<file path="config.mk">
export PLATFORM = sky130hd
export DESIGN_NAME = reg_file_scoreboard
export DESIGN_NICKNAME = d
export VERILOG_FILES = /design/src/rtl/reg_file_scoreboard.sv
export SDC_FILE = /design/constraint.sdc
export NUM_CORES = 2
export LEC_CHECK = 0
export BUFFER_PORTS_ARGS = -buffer_cell sky130_fd_sc_hd__buf_2
export CAP_MARGIN = 20
export CORE_MARGIN = 2
export CORE_UTILIZATION = 50
export CTS_CLUSTER_DIAMETER = 120
export DETAILED_ROUTE_END_ITERATION = 8
export PLACE_DENSITY = 0.69
export SKIP_CTS_REPAIR_TIMING = 1
export SYNTH_ARGS = -nofsm -noshare
export SYNTH_HDL_FRONTEND = slang
export SYNTH_SLANG_ARGS = --single-unit
export TNS_END_PERCENT = 30
</file>
<file path="constraint.sdc">
create_clock -name clk_i -period 6.3 [get_ports clk_i]
set_input_delay 0.945 -clock clk_i [delete_from_list [all_inputs] [get_ports clk_i]]
set_output_delay 0.945 -clock clk_i [all_outputs]
set_load 0.05 [all_outputs]
</file>
<file path="src/rtl/reg_file_scoreboard.sv">
// Register file with writeback bypass plus a per-register pending-write
// scoreboard that flags decode hazards for long-latency producers.
module reg_file_scoreboard #(
    parameter int XLEN = 32,
    parameter int NREG = 32
) (
    input  logic            clk_i,
    input  logic            rst_ni,
    input  logic            rf_rw_en_i,
    input  logic [4:0]      rd_addr_i,
    input  logic [XLEN-1:0] wb_data_i,
    input  logic [4:0]      r1_addr_i,
    input  logic [4:0]      r2_addr_i,
    output logic [XLEN-1:0] r1_data_o,
    output logic [XLEN-1:0] r2_data_o,
    input  logic            sb_set_i,
    input  logic [4:0]      sb_addr_i,
    input  logic            sb_flush_i,
    output logic            hazard_o,
    output logic [NREG-1:0] busy_o
);

    logic [XLEN-1:0] r_regs [1:NREG-1];
    logic [NREG-1:0] r_busy;

    logic            w_wr_en;
    logic            w_set_en;
    logic [31:0]     w_wr_onehot;
    logic [31:0]     w_set_onehot;
    logic [NREG-1:0] w_clr_mask;
    logic [NREG-1:0] w_set_mask;
    logic [NREG-1:0] w_busy_nxt;
    logic [31:0]     w_busy_eff;
    logic [XLEN-1:0] w_r1_stored;
    logic [XLEN-1:0] w_r2_stored;
    logic            w_byp1;
    logic            w_byp2;

    assign w_wr_en      = rf_rw_en_i && (rd_addr_i != 5'd0);
    assign w_set_en     = sb_set_i && (sb_addr_i != 5'd0);
    assign w_wr_onehot  = w_wr_en ? (32'd1 << rd_addr_i) : 32'd0;
    assign w_set_onehot = w_set_en ? (32'd1 << sb_addr_i) : 32'd0;
    assign w_clr_mask   = w_wr_onehot[NREG-1:0];
    assign w_set_mask   = w_set_onehot[NREG-1:0];

    always_ff @(posedge clk_i or negedge rst_ni) begin
        if (!rst_ni) begin
            for (int i = 1; i < NREG; i++) begin
                r_regs[i] <= '0;
            end
        end else begin
            for (int i = 1; i < NREG; i++) begin
                if (w_wr_en && (rd_addr_i == 5'(i))) begin
                    r_regs[i] <= wb_data_i;
                end
            end
        end
    end

    // Set applied after clear so a new producer wins over the retiring one
    always_comb begin
        w_busy_nxt = '0;
        if (!sb_flush_i) begin
            w_busy_nxt = (r_busy & ~w_clr_mask) | w_set_mask;
        end
        w_busy_nxt[0] = 1'b0;
    end

    always_ff @(posedge clk_i or negedge rst_ni) begin
        if (!rst_ni) begin
            r_busy <= '0;
        end else begin
            r_busy <= w_busy_nxt;
        end
    end

    always_comb begin
        w_r1_stored = '0;
        w_r2_stored = '0;
        for (int i = 1; i < NREG; i++) begin
            if (r1_addr_i == 5'(i)) begin
                w_r1_stored = r_regs[i];
            end
            if (r2_addr_i == 5'(i)) begin
                w_r2_stored = r_regs[i];
            end
        end
    end

    assign w_byp1    = w_wr_en && (rd_addr_i == r1_addr_i);
    assign w_byp2    = w_wr_en && (rd_addr_i == r2_addr_i);
    assign r1_data_o = w_byp1 ? wb_data_i : w_r1_stored;
    assign r2_data_o = w_byp2 ? wb_data_i : w_r2_stored;

    // A register retiring this cycle is covered by the bypass path
    assign w_busy_eff = 32'(r_busy & ~w_clr_mask);

    assign hazard_o = w_busy_eff[r1_addr_i]
                    | w_busy_eff[r2_addr_i]
                    | (sb_set_i & w_busy_eff[sb_addr_i]);

    assign busy_o = r_busy;

endmodule

</file>
# After elaboration in Yosys (flattened, before gate mapping)
# Cells that the tools add are included.
# word_totals
regBits	1023
# classes
magnitude_cmp	3
eq_ne	95
n_shift	2
mux	73
bitwise_logic	6
n_reduce_logical	37
# op_table
operator	n
$mux W32	67
$eq A5 B5 Y1 const B	48
$eq A5 B4 Y1 const B	24
$shl A1 B5 Y32 const A	2
$eq A5 B3 Y1 const B	12
$logic_and A1 B1 Y1	35
$and A32 B32 Y32	1
$not A32 Y32	1
$or A32 B32 Y32	1
$eq A5 B2 Y1 const B	6
$lt A5 B6 Y1 const B	3
$bmux W1 S5	3
$eq A5 B1 Y1 const B	3
$eq A5 B5 Y1	2
$reduce_bool A5 Y1	2
$mux W1	3
$or A1 B1 Y1	2
$and A1 B1 Y1	1

# Depth between registers and ports, before layout
# depth
word_depth	33
ltp_mapped	12
mapped_depth_nobuf	7

# Least setup slack after synthesis
# OpenSTA, ideal clock, no wires.
# synth_timing
path_kind	input-to-output
from	input port r1_addr_i[1]
to	output port r1_data_o[14]
arrival_time_ps	4311
slack_ps	1044
cell_stages	9
path_buffers	5
cell_sequence	buf_2 -> buf_2 -> buf_1 -> clkbuf_1 -> clkbuf_1 -> nand3_1 -> o21ai_0 -> a21oi_1 -> o311ai_0
# synth_via
elab_chain_cells	33
# synth_rtl
element	line	text
from (decl)	12	input logic [4:0] r1_addr_i,
$eq A5 B1 Y1	81	if (r1_addr_i == 5'(i)) begin
$mux W32 (31 in a row)	81	
$mux W32 (*)	92	assign r1_data_o = w_byp1 ? wb_data_i : w_r1_stored;
to (decl)	14	output logic [XLEN-1:0] r1_data_o,
# Every way passes the cells marked *; elsewhere a longest branch is shown, timed or not.

# Worst setup path after layout
# layout_timing
from	input port r2_addr_i[3]
to	output port r2_data_o[15]
# layout_via
elab_chain_cells	33
# layout_rtl
element	line	text
from (decl)	13	input logic [4:0] r2_addr_i,
$eq A5 B1 Y1	84	if (r2_addr_i == 5'(i)) begin
$mux W32 (31 in a row)	84	
$mux W32 (*)	93	assign r2_data_o = w_byp2 ? wb_data_i : w_r2_stored;
to (decl)	15	output logic [XLEN-1:0] r2_data_o,
# Marks and branches as above.

==> results_dict.tcl <==
set metrics [dict create \
    relSlewSlack 0.244 \
    chipHeight_um 335 \
    tns_ns 0 \
    power_density_nw_per_um2 306 \
    utilization 0.565 \
    firstDrtPassIters 9 \
    antenna_found_initial 4 \
    routed_wl_mm 225 \
    synth-seq-area-share 0.467 \
    synth_area_leaders "dfrtp_1 (47%), mux2_2 (21%), o21ai_0 (3.3%), a22oi_1 (3.1%), clkbuf_1 (2.9%)" \
    place_ws_ns 0.857 \
    grt_max_degree 174 \
    reg2reg_depth 2 \
    ys_types 82 \
    max-vdd-ir-drop_v 0.000277 \
    yosys.area.top_type "dfrtp_1" \
    r2r_setup_slack_ns 5.37 \
    core_um2 109000 \
    whs_ns 0.258 \
    io_pins 154 \
    syn_nets 5191 \
    drive_gt1_frac 0.325 \
    grt_pass1_vias 47900 \
    viasPerCell 7.44 \
    setup_slack_ns 0.655 \
    start_util 0.503 \
    met2_length_mm 95.3 \
    dp_hpwl_mm 147 \
    synth-seq-cells 1023 \
    critPathMaxFanout 25 \
    cts_buffer_depth 3 \
    synth-compound-area-share 0.191 \
    synthAdderAreaFrac 0 \
    port_buffers 152 \
    synthToLayoutAreaGrowth_pct 12.3 \
    slowest_stage "a2111oi_0" \
    ctsRootBufferMaster "clkbuf_16" \
    cap_violations 0 \
    drtIter0Drc 7955 \
    reg2reg_from "busy_o[26]" \
    routed.top_layer "met5" \
    yosys_warnings 0 \
    synthXorXnorAreaFrac 0.00160 \
    async_reset_ff_frac 1.00 \
    clock-sinks 1023 \
    grt_setup_unrepaired "no" \
    critical_path_class "input port to output pin" \
    synthMuxAreaShare 0.229 \
    cts_tree "yes" \
    drc_errors 0 \
    fin_skew_ns 0 \
    grt_overflow 0 \
    worstSkewPairLatency_ns 0.73 \
    leakagePower_nw 26.6 \
    yosysTopAreaCellShare 0.467 \
    finalSetupViolCount 0 \
    synth_edf_count 0 \
    clock.fmax_ghz 0.177 \
    synth-simple-area-share 0.0742 \
    cts_buffers 108 \
    syn-cell-area_um2 54800 \
    fin_crit_sh 0.896 \
    syn_inst 5134 \
    die_x_um 335 \
    post_drt_wl_per_cell_um 33.8 \
    worstPathRequired_ns 5.35 \
    placed_area_um2 57900 \
    tightest_slew_ns 1.13 \
    arrival_ns 4.70 \
    nNetsFinal 5208 \
    cts.htree.levels 3 \
    syn-mean-instance-area_um2 10.7 \
    max_stage_delay_ns 0.78 \
    r2r_end "busy_o[26]" \
    fin_area_um2 61600 \
    postRouteAntennaNets 0 \
    dieArea_um2 112000 \
    clkTransAtPathRegs_ns 0.06 \
    endpoint_kind "output pin" \
    drt-met1-wl_mm 83.1 \
    place_congestion 0.983 \
    num_vias 49500 \
    cp-start-kind "input port" \
    final_cell_count_no_fill 6656 \
    grt_use_total 0.392 \
    dp_cells 6451 \
    hp-class "input port to asynchronous set/reset pin" \
    synth_top_family_by_area "multiplexers" \
    drv_slew 0 \
    min_period_ns 5.65 \
    wl_met3_mm 27.4 \
    ys.flop_type "dfrtp_1" \
    num_rows 121 \
    finalHoldViolations 0 \
    outcome "finished clean" \
    grt_first_pass_wirelength_mm 326 \
    power_mw 18.9 \
    crit_path_cell_trace "buf_2 -> buf_4 -> or3b_2 -> nor2_1 -> buf_4 -> a221oi_1 -> a21oi_1 -> a2111oi_0 -> o21ai_1 -> a221o_1 -> buf_2" \
]
==> where the power goes <==
group	internal, mW	switching (mW)	total (mW)
clock network	3.76	2.85	6.61
registers	7.83	1.13	8.96
logic	1.49	1.80	3.30
total	13.1	5.78	18.9
==> registers in the layout, indices dropped and copies added (netlist names) <==
| register | flops |
|---|---|
| r_regs | 992 |
| busy_o | 31 |
==> cell usage after synthesis (52+ instances only) <==
master,instances
nor3_1,53
a221oi_1,99
nand3_1,98
nor2_1,227
mux2i_1,84
o21ai_0,359
o22ai_1,229
clkbuf_1,426
a22oi_1,229
mux2_2,1021
dfrtp_1,1023
o221ai_1,52
nand2_1,310
a31oi_1,54
a21oi_1,274
==> metal layers <==
| metal | GRT usage | vias up |
|---|---|---|
| li1 | - | 19600 |
| met1 | 0.515 | 24700 |
| met2 | 0.570 | 4200 |
| met3 | 0.0949 | 999 |
| met4 | 0.272 | 2 |
| met5 | 0 | - |
==> cell families (layout without fill, tap and decap cells) <==
logic type / Yosys count / count (layout)
xor gates and xnor gates: 10 / 10
buffers and inverters: 524 / 629
and+or+nand+nor: 870 / 870
AOI/OAI and AO/OA: 1592 / 1592
other: 1 / 4
DFF: 1023 / 1023
muxes: 1114 / 1114
==> cell type report <==
type / count / area, µm²
clock buffers: 160 / 3160
multi-input cells: 3587 / 27500
repair buffers: 411 / 3010
diodes: 3 / 7.51
clock inverters: 38 / 450
well taps: 1414 / 1770
flip-flops and latches: 1023 / 25600
inverters: 20 / 75.1
fillers: 9252 / 47300
==> worst max-delay path by stage <==
| stage | startpoint | end | slack (ns) | cells past startpoint |
|---|---|---|---|---|
| 4_1_cts | r2_addr_i[3] | r2_data_o[15] | 0.83 | 11 |
| 2_1_floorplan | r1_addr_i[1] | r1_data_o[14] | 1.04 | 9 |
| 3_3_place_gp | r2_addr_i[3] | r2_data_o[15] | 0.86 | 11 |
| 5_1_grt | r2_addr_i[3] | r2_data_o[15] | 0.64 | 11 |
| 3_5_place_dp | r2_addr_i[3] | r2_data_o[15] | 0.86 | 11 |
| 6_report | r2_addr_i[3] | r2_data_o[15] | 0.65 | 11 |
==> critical path, delay by kind of cell <==
family                 cells  cell delay (ns)
AO/OA/AOI/OAI              5             2.08
buffers and inverters      4             1.24
AND/OR/NAND/NOR            2             0.42
==> cells in the final DEF (no fill, tap or decap), types with 10 or more instances in the layout <==
cell,n
o21ai_0,359
clkbuf_16,109
buf_4,243
o211ai_1,29
nor2b_1,16
nor3_1,51
nand4_1,39
a22oi_1,229
o2111ai_1,27
mux2i_1,84
nand2_2,11
clkinv_2,24
a21oi_1,273
nor4_1,25
buf_2,143
o22ai_1,229
o221ai_1,52
and3_1,10
dfrtp_1,1023
a222oi_1,38
nand3_1,96
nor2_4,22
inv_1,19
a221o_1,14
buf_12,20
nand2_1,300
nand2b_1,20
a211oi_1,37
clkbuf_8,24
a31oi_1,54
clkbuf_1,27
a221oi_1,99
nor2_1,183
mux2_2,1021
o21ai_1,27
xnor2_1,10
a22o_1,38
nor2_2,25
Power figures use the tool's default switching activity.
